--- src/rtl/execute_pkg.sv ---
`default_nettype none
// ============================================================================
// Module  : execute_pkg
// Purpose : Shared opcode encodings and FSM state type for the execute /
//           writeback stage.
// Ports   : none (package)
// Revision: 1.0 - initial release
// ============================================================================
package execute_pkg;

    localparam logic [1:0] OP_ADD = 2'b00;
    localparam logic [1:0] OP_SUB = 2'b01;
    localparam logic [1:0] OP_MUL = 2'b10;
    localparam logic [1:0] OP_AND = 2'b11;

    typedef enum logic [1:0] {
        IDLE  = 2'd0,
        CALC  = 2'd1,
        WRITE = 2'd2,
        DONE  = 2'd3
    } state_t;

endpackage
`default_nettype wire

--- src/rtl/execute_writeback_shift_add_multiplier.sv ---
`default_nettype none
// ============================================================================
// Module  : shift_add_multiplier
// Purpose : Unsigned iterative shift-add multiplier, one partial product per
//           cycle, DATA_WIDTH iterations in total.
// Ports   : clk, rst_n    - clock, async active-low reset
//           start         - load a/b (single-cycle pulse)
//           a, b          - multiplicand, multiplier
//           busy          - iterations still in flight
//           done          - one-cycle pulse, product final
//           product       - 2*DATA_WIDTH accumulator
// Revision: 1.0 - initial release
// ============================================================================
module shift_add_multiplier #(
    parameter int DATA_WIDTH = 8
) (
    input  logic                    clk,
    input  logic                    rst_n,
    input  logic                    start,
    input  logic [DATA_WIDTH-1:0]   a,
    input  logic [DATA_WIDTH-1:0]   b,
    output logic                    busy,
    output logic                    done,
    output logic [2*DATA_WIDTH-1:0] product
);

    localparam int            CW   = (DATA_WIDTH > 1) ? $clog2(DATA_WIDTH) : 1;
    localparam logic [CW-1:0] LAST = CW'(DATA_WIDTH - 1);

    logic [2*DATA_WIDTH-1:0] mcand;
    logic [DATA_WIDTH-1:0]   mplier;
    logic [CW-1:0]           count;
    logic                    running;

    assign busy = running;

    // Iteration 0 is folded into the load so that the final product is ready
    // DATA_WIDTH-1 edges after start; the parent can then leave its compute
    // state exactly DATA_WIDTH edges after the start edge. count holds the
    // index of the iteration just completed.
    always_ff @(posedge clk or negedge rst_n) begin
        if (!rst_n) begin
            product <= '0;
            mcand   <= '0;
            mplier  <= '0;
            count   <= '0;
            running <= 1'b0;
            done    <= 1'b0;
        end else begin
            done <= 1'b0;
            if (start) begin
                product <= b[0] ? {{DATA_WIDTH{1'b0}}, a} : '0;
                mcand   <= {{DATA_WIDTH{1'b0}}, a} << 1;
                mplier  <= b >> 1;
                count   <= '0;
                running <= (DATA_WIDTH > 1);
                done    <= (DATA_WIDTH == 1);
            end else if (running) begin
                if (mplier[0]) begin
                    product <= product + mcand;
                end
                mcand  <= mcand << 1;
                mplier <= mplier >> 1;
                count  <= count + 1'b1;
                if (count == LAST - 1'b1) begin
                    running <= 1'b0;
                    done    <= 1'b1;
                end
            end
        end
    end

endmodule
`default_nettype wire

--- src/rtl/execute_writeback.sv ---
`default_nettype none
// ============================================================================
// Module  : execute_writeback
// Purpose : Executes one decoded operation (ADD/SUB/AND in one cycle, MUL
//           iteratively) and writes the result to data memory, then pulses
//           done.
// Ports   : clk, rst_n              - clock, async active-low reset
//           valid_in                - level; rising edge starts an operation
//           opcode_in, src1, src2   - operation and operands
//           dst_in                  - destination word address
//           mem_we/mem_addr/mem_wdata - single data-memory write port
//           flag                    - carry/borrow/overflow of last result
//           busy, done              - status; done pulses after the write
//           drop_err                - sticky, start seen while busy
// Revision: 1.0 - initial release
// ============================================================================
import execute_pkg::*;

module execute_writeback #(
    parameter  int DATA_WIDTH       = 8,
    parameter  int DATA_MEMORY_SIZE = 64,
    localparam int ADDR_WIDTH       = $clog2(DATA_MEMORY_SIZE)
) (
    input  logic                  clk,
    input  logic                  rst_n,
    input  logic                  valid_in,
    input  logic [1:0]            opcode_in,
    input  logic [DATA_WIDTH-1:0] src1,
    input  logic [DATA_WIDTH-1:0] src2,
    input  logic [ADDR_WIDTH-1:0] dst_in,
    output logic                  mem_we,
    output logic [ADDR_WIDTH-1:0] mem_addr,
    output logic [DATA_WIDTH-1:0] mem_wdata,
    output logic                  flag,
    output logic                  busy,
    output logic                  done,
    output logic                  drop_err
);

    state_t                  state, next_state;
    logic                    valid_d;
    logic                    start_pulse;
    logic                    accept;
    logic [1:0]              op_q;
    logic [DATA_WIDTH-1:0]   a_q, b_q;
    logic [ADDR_WIDTH-1:0]   dst_q;

    logic                    mul_start, mul_busy, mul_done;
    logic [2*DATA_WIDTH-1:0] mul_product;

    logic [DATA_WIDTH:0]     sum, diff;
    logic [DATA_WIDTH-1:0]   alu_result;
    logic                    alu_flag;
    logic                    result_ready;

    assign start_pulse = valid_in & ~valid_d;
    assign accept      = start_pulse && (state == IDLE) && !mul_busy;

    // The multiplier loads straight from the input ports on the accept edge,
    // in parallel with the operand latches, so no cycle is lost.
    assign mul_start   = accept && (opcode_in == OP_MUL);

    assign result_ready = (state == CALC) && ((op_q != OP_MUL) || mul_done);

    shift_add_multiplier #(
        .DATA_WIDTH (DATA_WIDTH)
    ) u_mul (
        .clk     (clk),
        .rst_n   (rst_n),
        .start   (mul_start),
        .a       (src1),
        .b       (src2),
        .busy    (mul_busy),
        .done    (mul_done),
        .product (mul_product)
    );

    // Extra top bit carries out the ADD carry and the SUB borrow.
    assign sum  = {1'b0, a_q} + {1'b0, b_q};
    assign diff = {1'b0, a_q} - {1'b0, b_q};

    always_comb begin
        alu_result = '0;
        alu_flag   = 1'b0;
        case (op_q)
            OP_ADD: begin
                alu_result = sum[DATA_WIDTH-1:0];
                alu_flag   = sum[DATA_WIDTH];
            end
            OP_SUB: begin
                alu_result = diff[DATA_WIDTH-1:0];
                alu_flag   = diff[DATA_WIDTH];
            end
            OP_MUL: begin
                alu_result = mul_product[DATA_WIDTH-1:0];
                alu_flag   = |mul_product[2*DATA_WIDTH-1:DATA_WIDTH];
            end
            default: begin
                alu_result = a_q & b_q;
                alu_flag   = 1'b0;
            end
        endcase
    end

    always_ff @(posedge clk or negedge rst_n) begin
        if (!rst_n) begin
            state <= IDLE;
        end else begin
            state <= next_state;
        end
    end

    always_comb begin
        next_state = state;
        busy       = 1'b0;
        mem_we     = 1'b0;
        done       = 1'b0;
        case (state)
            IDLE: begin
                if (accept) begin
                    next_state = CALC;
                end
            end
            CALC: begin
                busy = 1'b1;
                if (result_ready) begin
                    next_state = WRITE;
                end
            end
            WRITE: begin
                busy       = 1'b1;
                mem_we     = 1'b1;
                next_state = DONE;
            end
            DONE: begin
                busy       = 1'b1;
                done       = 1'b1;
                next_state = IDLE;
            end
            default: next_state = IDLE;
        endcase
    end

    always_ff @(posedge clk or negedge rst_n) begin
        if (!rst_n) begin
            valid_d   <= 1'b0;
            op_q      <= OP_ADD;
            a_q       <= '0;
            b_q       <= '0;
            dst_q     <= '0;
            mem_addr  <= '0;
            mem_wdata <= '0;
            flag      <= 1'b0;
            drop_err  <= 1'b0;
        end else begin
            valid_d <= valid_in;
            if (accept) begin
                op_q  <= opcode_in;
                a_q   <= src1;
                b_q   <= src2;
                dst_q <= dst_in;
            end
            // Address/data/flag are captured only when a result is final and
            // then hold until the next one; mem_we alone qualifies them.
            if (result_ready) begin
                mem_addr  <= dst_q;
                mem_wdata <= alu_result;
                flag      <= alu_flag;
            end
            if (start_pulse && !accept) begin
                drop_err <= 1'b1;
            end
        end
    end

endmodule
`default_nettype wire
--- config.mk ---
export PLATFORM = sky130hd
export DESIGN_NAME = execute_writeback
export DESIGN_NICKNAME = d
export VERILOG_FILES = /design/src/rtl/execute_pkg.sv /design/src/rtl/execute_writeback_shift_add_multiplier.sv /design/src/rtl/execute_writeback.sv
export SDC_FILE = /design/constraint.sdc
export NUM_CORES = 1
export LEC_CHECK = 0
export CAP_MARGIN = 25
export CELL_PAD_IN_SITES_DETAIL_PLACEMENT = 0
export CELL_PAD_IN_SITES_GLOBAL_PLACEMENT = 2
export CORE_ASPECT_RATIO = 1.4
export CORE_UTILIZATION = 38
export DETAILED_ROUTE_END_ITERATION = 12
export GPL_TIMING_DRIVEN = 0
export HOLD_SLACK_MARGIN = 0.1
export PLACE_DENSITY = 0.87
export SYNTH_ARGS = -nofsm -noshare
export SYNTH_HDL_FRONTEND = slang
export SYNTH_HIERARCHICAL = 1
export SYNTH_SLANG_ARGS = --single-unit
--- constraint.sdc ---
create_clock -name clk -period 3.3 [get_ports clk]
set_clock_uncertainty 0.15 [all_clocks]
set_input_delay 0.66 -clock clk [delete_from_list [all_inputs] [get_ports clk]]
set_output_delay 0.66 -clock clk [all_outputs]
set_load 0.01 [all_outputs]
* Yosys cells after proc, flatten, opt, wreduce, memory -nomap -nowiden *
Index checks and enable logic that the tools add are counted.

word-level totals
  input bits = 27
  output and inout port bits = 19
  bits in registers = 88

cells by class
  add/sub/neg operators = 4
  mux-type cells = 24
  reductions and logical operators = 16
  eq/ne operators = 10
  bitwise operators = 3

operators by type and width
  kind                 count
  $mux 16              5
  $mux 8               3
  $pmux 8 s3           1
  $add 16x16->16       1
  $add 8x8->9          1
  $mux 1               9
  $sub 8x8->9          1
  $and 8x8->8          1
  $eq 2x2->1 const B   4
  $pmux 2 s4           1
  $reduce_or 8->1      1
  $mux 3               2
  $ne 2x2->1 const B   3
  $logic_and 1x1->1    5
  $eq 2x1->1 const B   2
  $logic_not 2->1      2
  $mux 2               2
  $reduce_and 2->1     2
  $reduce_bool 2->1    2
  $add 3x1->3 const B  1
  $eq 3x3->1 const B   1
  $pmux 1 s3           1
  $reduce_or 3->1      1
  $logic_not 1->1      2
  other kinds (3)      3

* Longest topological paths before layout *
Gate-level depths: netlist of the first run.

  depth after elaboration = 7
  depth in mapped cells = 10

* Modules after synthesis *
Netlist of the first run, hierarchy kept.

modules (own cells, without submodules)
  module                cells an instance  area an instance (um2)  instances  sequential area each (um2)
  execute_writeback     261                2672.6                  1          1076.0
  shift_add_multiplier  275                2641.3                  1          1076.0

* Worst setup path after synthesis of the first run *
Ideal clock, no wire load.

  kind = flip-flop to flip-flop
  start = register state[0]
  end = register u_mul.product[5]
  path buffers = 3
  data arrival time = 2331 ps
  stages on the path, launching flop included = 11
  setup time = 83 ps
  period minus slack after synthesis = 2563 ps
  required time = 3067 ps
  setup slack = 737 ps
  cell sequence = dfrtp_1 > inv_1 > ha_1 > nand2b_1 > nor3b_2 > buf_2 > and3b_1 > clkbuf_1 > clkbuf_1 > nand3_1 > o21ai_0

on the way
  longest elaborated chain between the ends = 6
  elaborated cells on any way between the ends = 8
  those cells by class = mux (1); reduce/logical (7)

RTL lines
  element                             RTL line                                      RTL
  from (decl)                         execute_writeback.sv:40                       state_t state, next_state;
  from (signal assigned)              execute_writeback.sv:109                      state <= next_state;
  $logic_not 2->1 (*)                 execute_writeback.sv:57                       assign accept = start_pulse && (state == IDLE) && !mul_busy;
  $logic_and 1x1->1 (*) (2 in a row)  execute_writeback.sv:57
  $logic_and 1x1->1 (*)               execute_writeback.sv:61                       assign mul_start = accept && (opcode_in == OP_MUL);
  named net mul_start                 execute_writeback.sv:48                       logic mul_start, mul_busy, mul_done;
  $reduce_bool 2->1 (no source line)  --
  $reduce_and 2->1 (no source line)   --
  to (signal assigned)                execute_writeback_shift_add_multiplier.sv:52  product <= b[0] ? {{DATA_WIDTH{1'b0}}, a} : '0;
  to (signal assigned)                execute_writeback_shift_add_multiplier.sv:60  product <= product + mcand;
  to (decl)                           execute_writeback_shift_add_multiplier.sv:24  output logic [2*DATA_WIDTH-1:0] product

The timed path passes the listed nets; every way through them passes the cells marked *.
A chain may end at the register's enable or synchronous reset.

* Final worst setup path of the first run *
  start = register state[0]
  end = register u_mul.mcand[5]

on the way
  longest elaborated chain between the ends = 5
  elaborated cells on any way between the ends = 6
  those cells by class = mux (1); reduce/logical (5)

RTL lines
  element                                       RTL line                                      RTL
  $logic_not 2->1 (*)                           execute_writeback.sv:57
  $logic_and 1x1->1 (*) (2 in a row)            execute_writeback.sv:57
  $logic_and 1x1->1 (*)                         execute_writeback.sv:61
  named net mul_start                           execute_writeback.sv:48
  $mux 16 or $reduce_bool 2->1 (tied branches)  --
  to (signal assigned)                          execute_writeback_shift_add_multiplier.sv:53  mcand <= {{DATA_WIDTH{1'b0}}, a} << 1;
  to (signal assigned)                          execute_writeback_shift_add_multiplier.sv:62  mcand <= mcand << 1;
  to (decl)                                     execute_writeback_shift_add_multiplier.sv:30  logic [2*DATA_WIDTH-1:0] mcand;

Marked as above.

==> flow_metrics.env, run 1 <==
export IMPL_status="finished, final reports clean"
export IMPL_chipHeight_um=142
export IMPL_worstSetupEndpointType="flop"
export IMPL_crit_path_start="state[0]"
export IMPL_synth_async_reset_ratio=1.00
export IMPL_antenna_found_initial=0
export IMPL_ys_types=80
export IMPL_core_um2=13500
export IMPL_rsz0062_at_grt="false"
export IMPL_gp_congestion=0.916
export IMPL_cts_buffers=9
export IMPL_drive_above_1_share=0.137
export IMPL_grt_max_degree=62
export IMPL_period_minus_slack_ns=2.99
export IMPL_dp_hpwl_mm=10.8
export IMPL_synth_nets=602
export IMPL_syn_area_per_cell_um2=9.91
export IMPL_clockRootBuffer="clkbuf_16"
export IMPL_wl_per_cell_um=18.2
export IMPL_antenna_left=0
export IMPL_path_class="reg -> reg"
export IMPL_syn_area_um2=5310
export IMPL_fillCellCount=1332
export IMPL_die_area_um2=14500
export IMPL_grt_pass1_wl_mm=22.4
export IMPL_vias=4246
export IMPL_final_cells=781
export IMPL_drt_iter0_drc=141
export IMPL_relSlewSlack=0.569
export IMPL_required_ns=3.41
export IMPL_setup_violations=0
export IMPL_fin_util=0.470
export IMPL_fin_tns_setup_ns=0
export IMPL_drt_pass1_iterations=5
export IMPL_ys_ff_latch=86
export IMPL_diodes=0
export IMPL_ys_flop_type="dfrtp_1"
export IMPL_min_path_type="reg -> reg"
export IMPL_r2r_start="state[0]"
export IMPL_fin_crit_sh=0.905
export IMPL_final_nets=660
export IMPL_drt_total_wl_mm=14.2
export IMPL_first_global_vias=4348
export IMPL_ys_warn_count=6
export IMPL_area_growth_pct=19.5
export IMPL_postCtsSetupRepairBufs=0
export IMPL_syn_inst=536
export IMPL_grt_overflow=0
export IMPL_dp_cells=764
export IMPL_synth_seq_area_share=0.405
export IMPL_synth_edff_count=0
export IMPL_critPathArrivalTime_ns=3.10
export IMPL_io_buffers=45
export IMPL_clockBufferDepth=2
export IMPL_clk_latency_ns=0.35
export IMPL_cts_tree="built"
export IMPL_ios=46
export IMPL_htreeDepth=3
export IMPL_finalPower_mw=6.32
export IMPL_final_hold_violation_count=0
export IMPL_core_rowCount=50
export IMPL_worstSetupStartpointType="flop"
export IMPL_track_usage=0.206
export IMPL_seq_area_um2=2150
export IMPL_max_cap_violations=0
export IMPL_die_width_um=102
export IMPL_clk_pin_slew_ns=0.07
export IMPL_viasPerCell=5.44
export IMPL_fmax_ghz=0.335
export IMPL_p_per_area_nw_per_um2=996
export IMPL_slew_viol_final=0
export IMPL_hp_start="mem_wdata[2]"
export IMPL_multi_input_area_um2=2910
export IMPL_start_util=0.393
export IMPL_cts_sinks=86
export IMPL_ir_drop_mv=0.421
export IMPL_leakage_nw=2.78
export IMPL_critPathMaxFanout=10
export IMPL_drc=0
export IMPL_worstMarginPinSlew_ns=0.647
layout by cell type (no fill, tap or decap), types with 6 or more instances in the layout:
| cell type | n |
|---|---|
| nor3_1 | 6 |
| clkbuf_16 | 9 |
| clkbuf_1 | 7 |
| nand2_1 | 55 |
| mux2_2 | 25 |
| mux2i_1 | 27 |
| buf_2 | 10 |
| a21oi_1 | 20 |
| nor4_1 | 8 |
| nand3_1 | 11 |
| a211oi_1 | 6 |
| ha_1 | 36 |
| o21ai_0 | 43 |
| dfrtp_1 | 86 |
| a21o_1 | 9 |
| nor2_1 | 33 |
| clkdlybuf4s50_1 | 44 |
| inv_1 | 30 |
final timing paths:
| check | endpoint | slack, ns | cells past startpoint |
|---|---|---|---|
| min in group asynchronous | a_q[0] | 0.62 | 2 |
| worst max-delay path | u_mul/mcand[5] | 0.31 | 10 |
| worst min register to register | mem_wdata[2] | 0.33 | 2 |
| max in group asynchronous | b_q[7] | 1.74 | 3 |
| worst min-delay path | mem_wdata[2] | 0.33 | 2 |
| worst max register to register | u_mul/mcand[5] | 0.31 | 10 |
state kept, by name, summed over array words and instances (netlist names):
name and cells:
u_mul/mplier 7, flag 1, u_mul/product 16, dst_q 6, mem_wdata 8, u_mul/count 3
op_q 2, u_mul/mcand 15, valid_d 1, u_mul/done 1, u_mul/busy 1, a_q 8
mem_addr 6, state 2, b_q 8, drop_err 1
synth_stat cells (3+ instances only):
| cell type | n | area share |
|---|---|---|
| nor4_1 | 8 | 0.0094 |
| or3_1 | 4 | 0.0047 |
| a21oi_1 | 20 | 0.019 |
| a31oi_1 | 4 | 0.0047 |
| o21a_1 | 3 | 0.0042 |
| inv_1 | 30 | 0.021 |
| xnor2_1 | 4 | 0.0066 |
| nor3b_1 | 5 | 0.0071 |
| mux2_2 | 25 | 0.053 |
| a211oi_2 | 3 | 0.0071 |
| fa_1 | 3 | 0.011 |
| mux2i_1 | 27 | 0.051 |
| buf_2 | 10 | 0.0094 |
| a211oi_1 | 6 | 0.0085 |
| ha_1 | 36 | 0.085 |
| clkbuf_1 | 11 | 0.0078 |
| o211ai_1 | 5 | 0.0071 |
| nand3_1 | 11 | 0.010 |
| nor2_1 | 33 | 0.023 |
| nand2b_1 | 4 | 0.0047 |
| o31a_1 | 4 | 0.0066 |
| o21ai_0 | 43 | 0.040 |
| nor2b_1 | 5 | 0.0059 |
| dfrtp_1 | 86 | 0.40 |
| o21ai_1 | 4 | 0.0038 |
| xor2_1 | 3 | 0.0049 |
| nand2_1 | 55 | 0.039 |
| nor3_1 | 6 | 0.0057 |
| a21o_1 | 9 | 0.013 |
routing by layer:
| layer | track usage | wire length (um) | up-vias |
|---|---|---|---|
| met5 | 0 | 0 | - |
| met4 | 0.0842 | 301 | 0 |
| met3 | 0.0286 | 416 | 20 |
| met2 | 0.384 | 7720 | 81 |
| met1 | 0.230 | 5770 | 2104 |
| li1 | - | - | 2041 |
what timing repair did:
item | 4_1_cts | 5_1_grt
pin swaps | 0 | 0
hold endpoints to repair | 17 | 0
resized for setup | 2 | 6
setup endpoints to repair | 29 | 22
hold buffers | 1 | 0
critical path: stages (launching register included):
cell      delay [ns]
dfrtp_1         0.42
inv_1           0.10
ha_1            0.20
nand2b_1        0.13
nor3b_4         0.41
buf_2           0.32
and3b_1         0.34
clkbuf_2        0.33
clkbuf_2        0.32
nand2_1         0.08
o21ai_0         0.09
power by group:
| part | internal, mW | switching, mW | total [mW] | leakage, nW |
|---|---|---|---|---|
| Combinational | 1.55 | 1.80 | 3.35 | 1.56 |
| Sequential | 1.53 | 0.365 | 1.90 | 1.07 |
| Clock | 0.603 | 0.477 | 1.08 | 0.146 |
| Total | 3.68 | 2.64 | 6.32 | 2.78 |
stage by stage:
step           hold slack, ns  instance area [um2]  setup WS (ns)
2_1_floorplan           0.214                 5310          0.737
3_3_place_gp            0.310                 5990          -1.89
3_5_place_dp            0.314                 6020         -0.561
4_1_cts                 0.331                 6340          0.110
5_1_grt                 0.366                 6350          0.110
6_report                0.327                 6350          0.313
layout make-up:
class                           instances  share of cell area
Multi-Input combinational cell        392               0.458
Sequential cell                        86               0.339
Timing Repair Buffer                   47              0.0765
Tap cell                              182              0.0359
Clock buffer                            9              0.0355
Buffer                                 28              0.0244
Inverter                               30              0.0177
Clock inverter                          7              0.0134
cell families (layout without fill, tap and decap cells):
family,after synthesis,in the layout,share of synthesized area
and+or+nand+nor,157,157,0.153
AOI/OAI and AO/OA,135,135,0.174
DFF,86,86,0.405
buffers and inverters,58,121,0.0494
muxes,54,54,0.111
adders and majority gates,39,39,0.0961
xor gates and xnor gates,7,7,0.0115
(Power assumes the default switching activity.)
==> inputs of run 2 (changes only) <==
Settings changed: MAX_ROUTING_LAYER from default to met4.
Clock period 3.3 ns to 2.9 ns, I/O delays scaled along.
==> flow_metrics.env, run 2 (same netlist as run 1, synthesis figures left out) <==
export IMPL_ir_drop_mv=0.474
export IMPL_track_usage=0.212
export IMPL_final_area_um2=6360
export IMPL_cts_sinks=86
export IMPL_grt_overflow=0
export IMPL_gp_congestion=0.931
export IMPL_period_minus_slack_ns=2.69
export IMPL_clockRootBuffer="clkbuf_16"
export IMPL_start_util=0.393
export IMPL_fmax_ghz=0.371
export IMPL_fin_crit_sh=0.928
export IMPL_p_sw_mw=2.99
export IMPL_drt_total_wl_mm=14.2
export IMPL_layout_commonest_cell="dfrtp_1"
export IMPL_pre_cts_slack_ns=-0.881
export IMPL_drive_above_1_share=0.138
export IMPL_min_path_type="reg -> reg"
export IMPL_top_register="u_mul/product"
export IMPL_core_um2=13500
export IMPL_antenna_found_initial=0
export IMPL_cellInternalPower_mw=4.19
export IMPL_final_nets=661
export IMPL_critPathMaxFanout=10
export IMPL_relSlewSlack=0.568
export IMPL_required_ns=3.00
export IMPL_combinationalPowerShare=0.530
export IMPL_worstSetupStartpointType="flop"
export IMPL_grt_max_degree=62
export IMPL_final_cell_mix="dfrtp_1, nand2_1, clkdlybuf4s50_1"
export IMPL_setup_violations=0
export IMPL_final_cells=782
export IMPL_drt_iter0_drc=157
export IMPL_io_buffers=45
export IMPL_ios=46
export IMPL_use_met2=0.383
export IMPL_cts_tree="built"
export IMPL_wl_per_cell_um=18.1
export IMPL_path_class="reg -> reg"
export IMPL_core_rowCount=50
export IMPL_first_global_vias=4331
export IMPL_final_hold_violation_count=0
export IMPL_clockBufferDepth=2
export IMPL_worstRegToRegCells=10
export IMPL_cts_buffers=9
export IMPL_use_met3=0.0310
export IMPL_die_width_um=102
export IMPL_area_growth_pct=19.7
export IMPL_worstMarginPinSlew_ns=0.647
export IMPL_antenna_left=0
export IMPL_grtUsageMet1=0.231
export IMPL_dp_hpwl_mm=10.8
export IMPL_netSwitchingFraction=0.417
export IMPL_p_per_area_nw_per_um2=1130
export IMPL_clk_pin_slew_ns=0.07
export IMPL_cpPeakStageDelay_ns=0.42
export IMPL_drt_pass1_iterations=4
export IMPL_diodes=0
export IMPL_pwr_share_seq=0.300
export IMPL_die_area_um2=14500
export IMPL_viasPerCell=5.42
export IMPL_clk_latency_ns=0.35
export IMPL_status="finished, final reports clean"
export IMPL_p_clk_frac=0.170
export IMPL_top_usage_layer="met2"
export IMPL_slew_viol_final=0
export IMPL_hold_depth=2
export IMPL_max_cap_violations=0
export IMPL_worst_path_max_delay_cell="dfrtp_1"
export IMPL_fin_tns_setup_ns=0
export IMPL_largest_reg_flops=16
export IMPL_leakage_nw=2.78
export IMPL_fillCellCount=1331
export IMPL_critPathArrivalTime_ns=2.80
export IMPL_vias=4239
export IMPL_rsz0062_at_grt="false"
export IMPL_place_area_um2=6020
export IMPL_holdWs_ns=0.327
export IMPL_htreeDepth=3
export IMPL_worstSetupEndpointType="flop"
export IMPL_chipHeight_um=142
export IMPL_cp_cell_sequence="inv_1, ha_1, nand2b_1, nor3b_4, buf_2, and3b_1, clkbuf_4, clkbuf_2, nand2_1, o21ai_0"
export IMPL_reg_top3="u_mul/product: 16 flops, u_mul/mcand: 15 flops"
export IMPL_fin_ws_ns=0.207
export IMPL_drc=0
export IMPL_grt_pass1_wl_mm=22.5
export IMPL_dp_cells=764
run 2: layout make-up:
type                    instances  area [um2]  share of cell area
plain buffers                  28         158              0.0248
clock buffers                   9         225              0.0354
clock inverters                 7        85.1              0.0134
inverters                      30         113              0.0177
multi-input cells             392        2910               0.457
flip-flops and latches         86        2150               0.338
well taps                     182         228              0.0358
repair buffers                 48         493              0.0775
run 2: final timing paths:
| kind | startpoint | endpoint | slack (ns) |
|---|---|---|---|
| setup / recovery | state[0] | u_mul/mcand[5] | 0.21 |
| hold / removal | mem_wdata[2] | mem_wdata[2] | 0.33 |
| setup reg to reg | state[0] | u_mul/mcand[5] | 0.21 |
| hold reg to reg | mem_wdata[2] | mem_wdata[2] | 0.33 |
| max in group asynchronous | rst_n | b_q[7] | 1.43 |
| min in group asynchronous | rst_n | a_q[0] | 0.54 |
run 2: power groups by stage:
stage / Clock (mW) / Sequential (mW) / Combinational (mW)
after floorplan: 0 / 2.11 / 2.71
after global placement: 0 / 2.16 / 3.68
after detailed placement: 0 / 2.19 / 3.77
after CTS: 1.25 / 2.16 / 3.80
after global routing: 1.30 / 2.23 / 4.18
final: 1.22 / 2.16 / 3.81
run 2: worst max-delay path, delay by kind of cell, from the launching register on:
kind	cells	cell delay, ns
buffers and inverters	4	0.95
AND/OR/NAND/NOR	4	0.78
flip-flops	1	0.42
adder cells (fa/ha/maj)	1	0.20
AO/OA/AOI/OAI	1	0.09
run 2: what timing repair did:
item / 4_1_cts / 5_1_grt
endpoints found under the setup margin: 40 / 13
gates resized for setup: 5 / 2
setup buffers: 1 / 0
hold buffers: 1 / 0
hold endpoints to repair: 25 / 0
pin swaps: 1 / 0
run 2: through the flow:
stage / power (mW) / utilization
CTS: 7.22 / 0.470
floorplan: 4.81 / -
global route: 7.71 / 0.471
finish: 7.19 / 0.471
global placement: 5.83 / 0.443
detailed placement: 5.95 / 0.445
run 2: routing by layer:
metal | vias up | routed length, um
met5 | - | 0
met4 | 0 | 293
met3 | 23 | 447
met2 | 93 | 7750
met1 | 2079 | 5690
li1 | 2044 | -
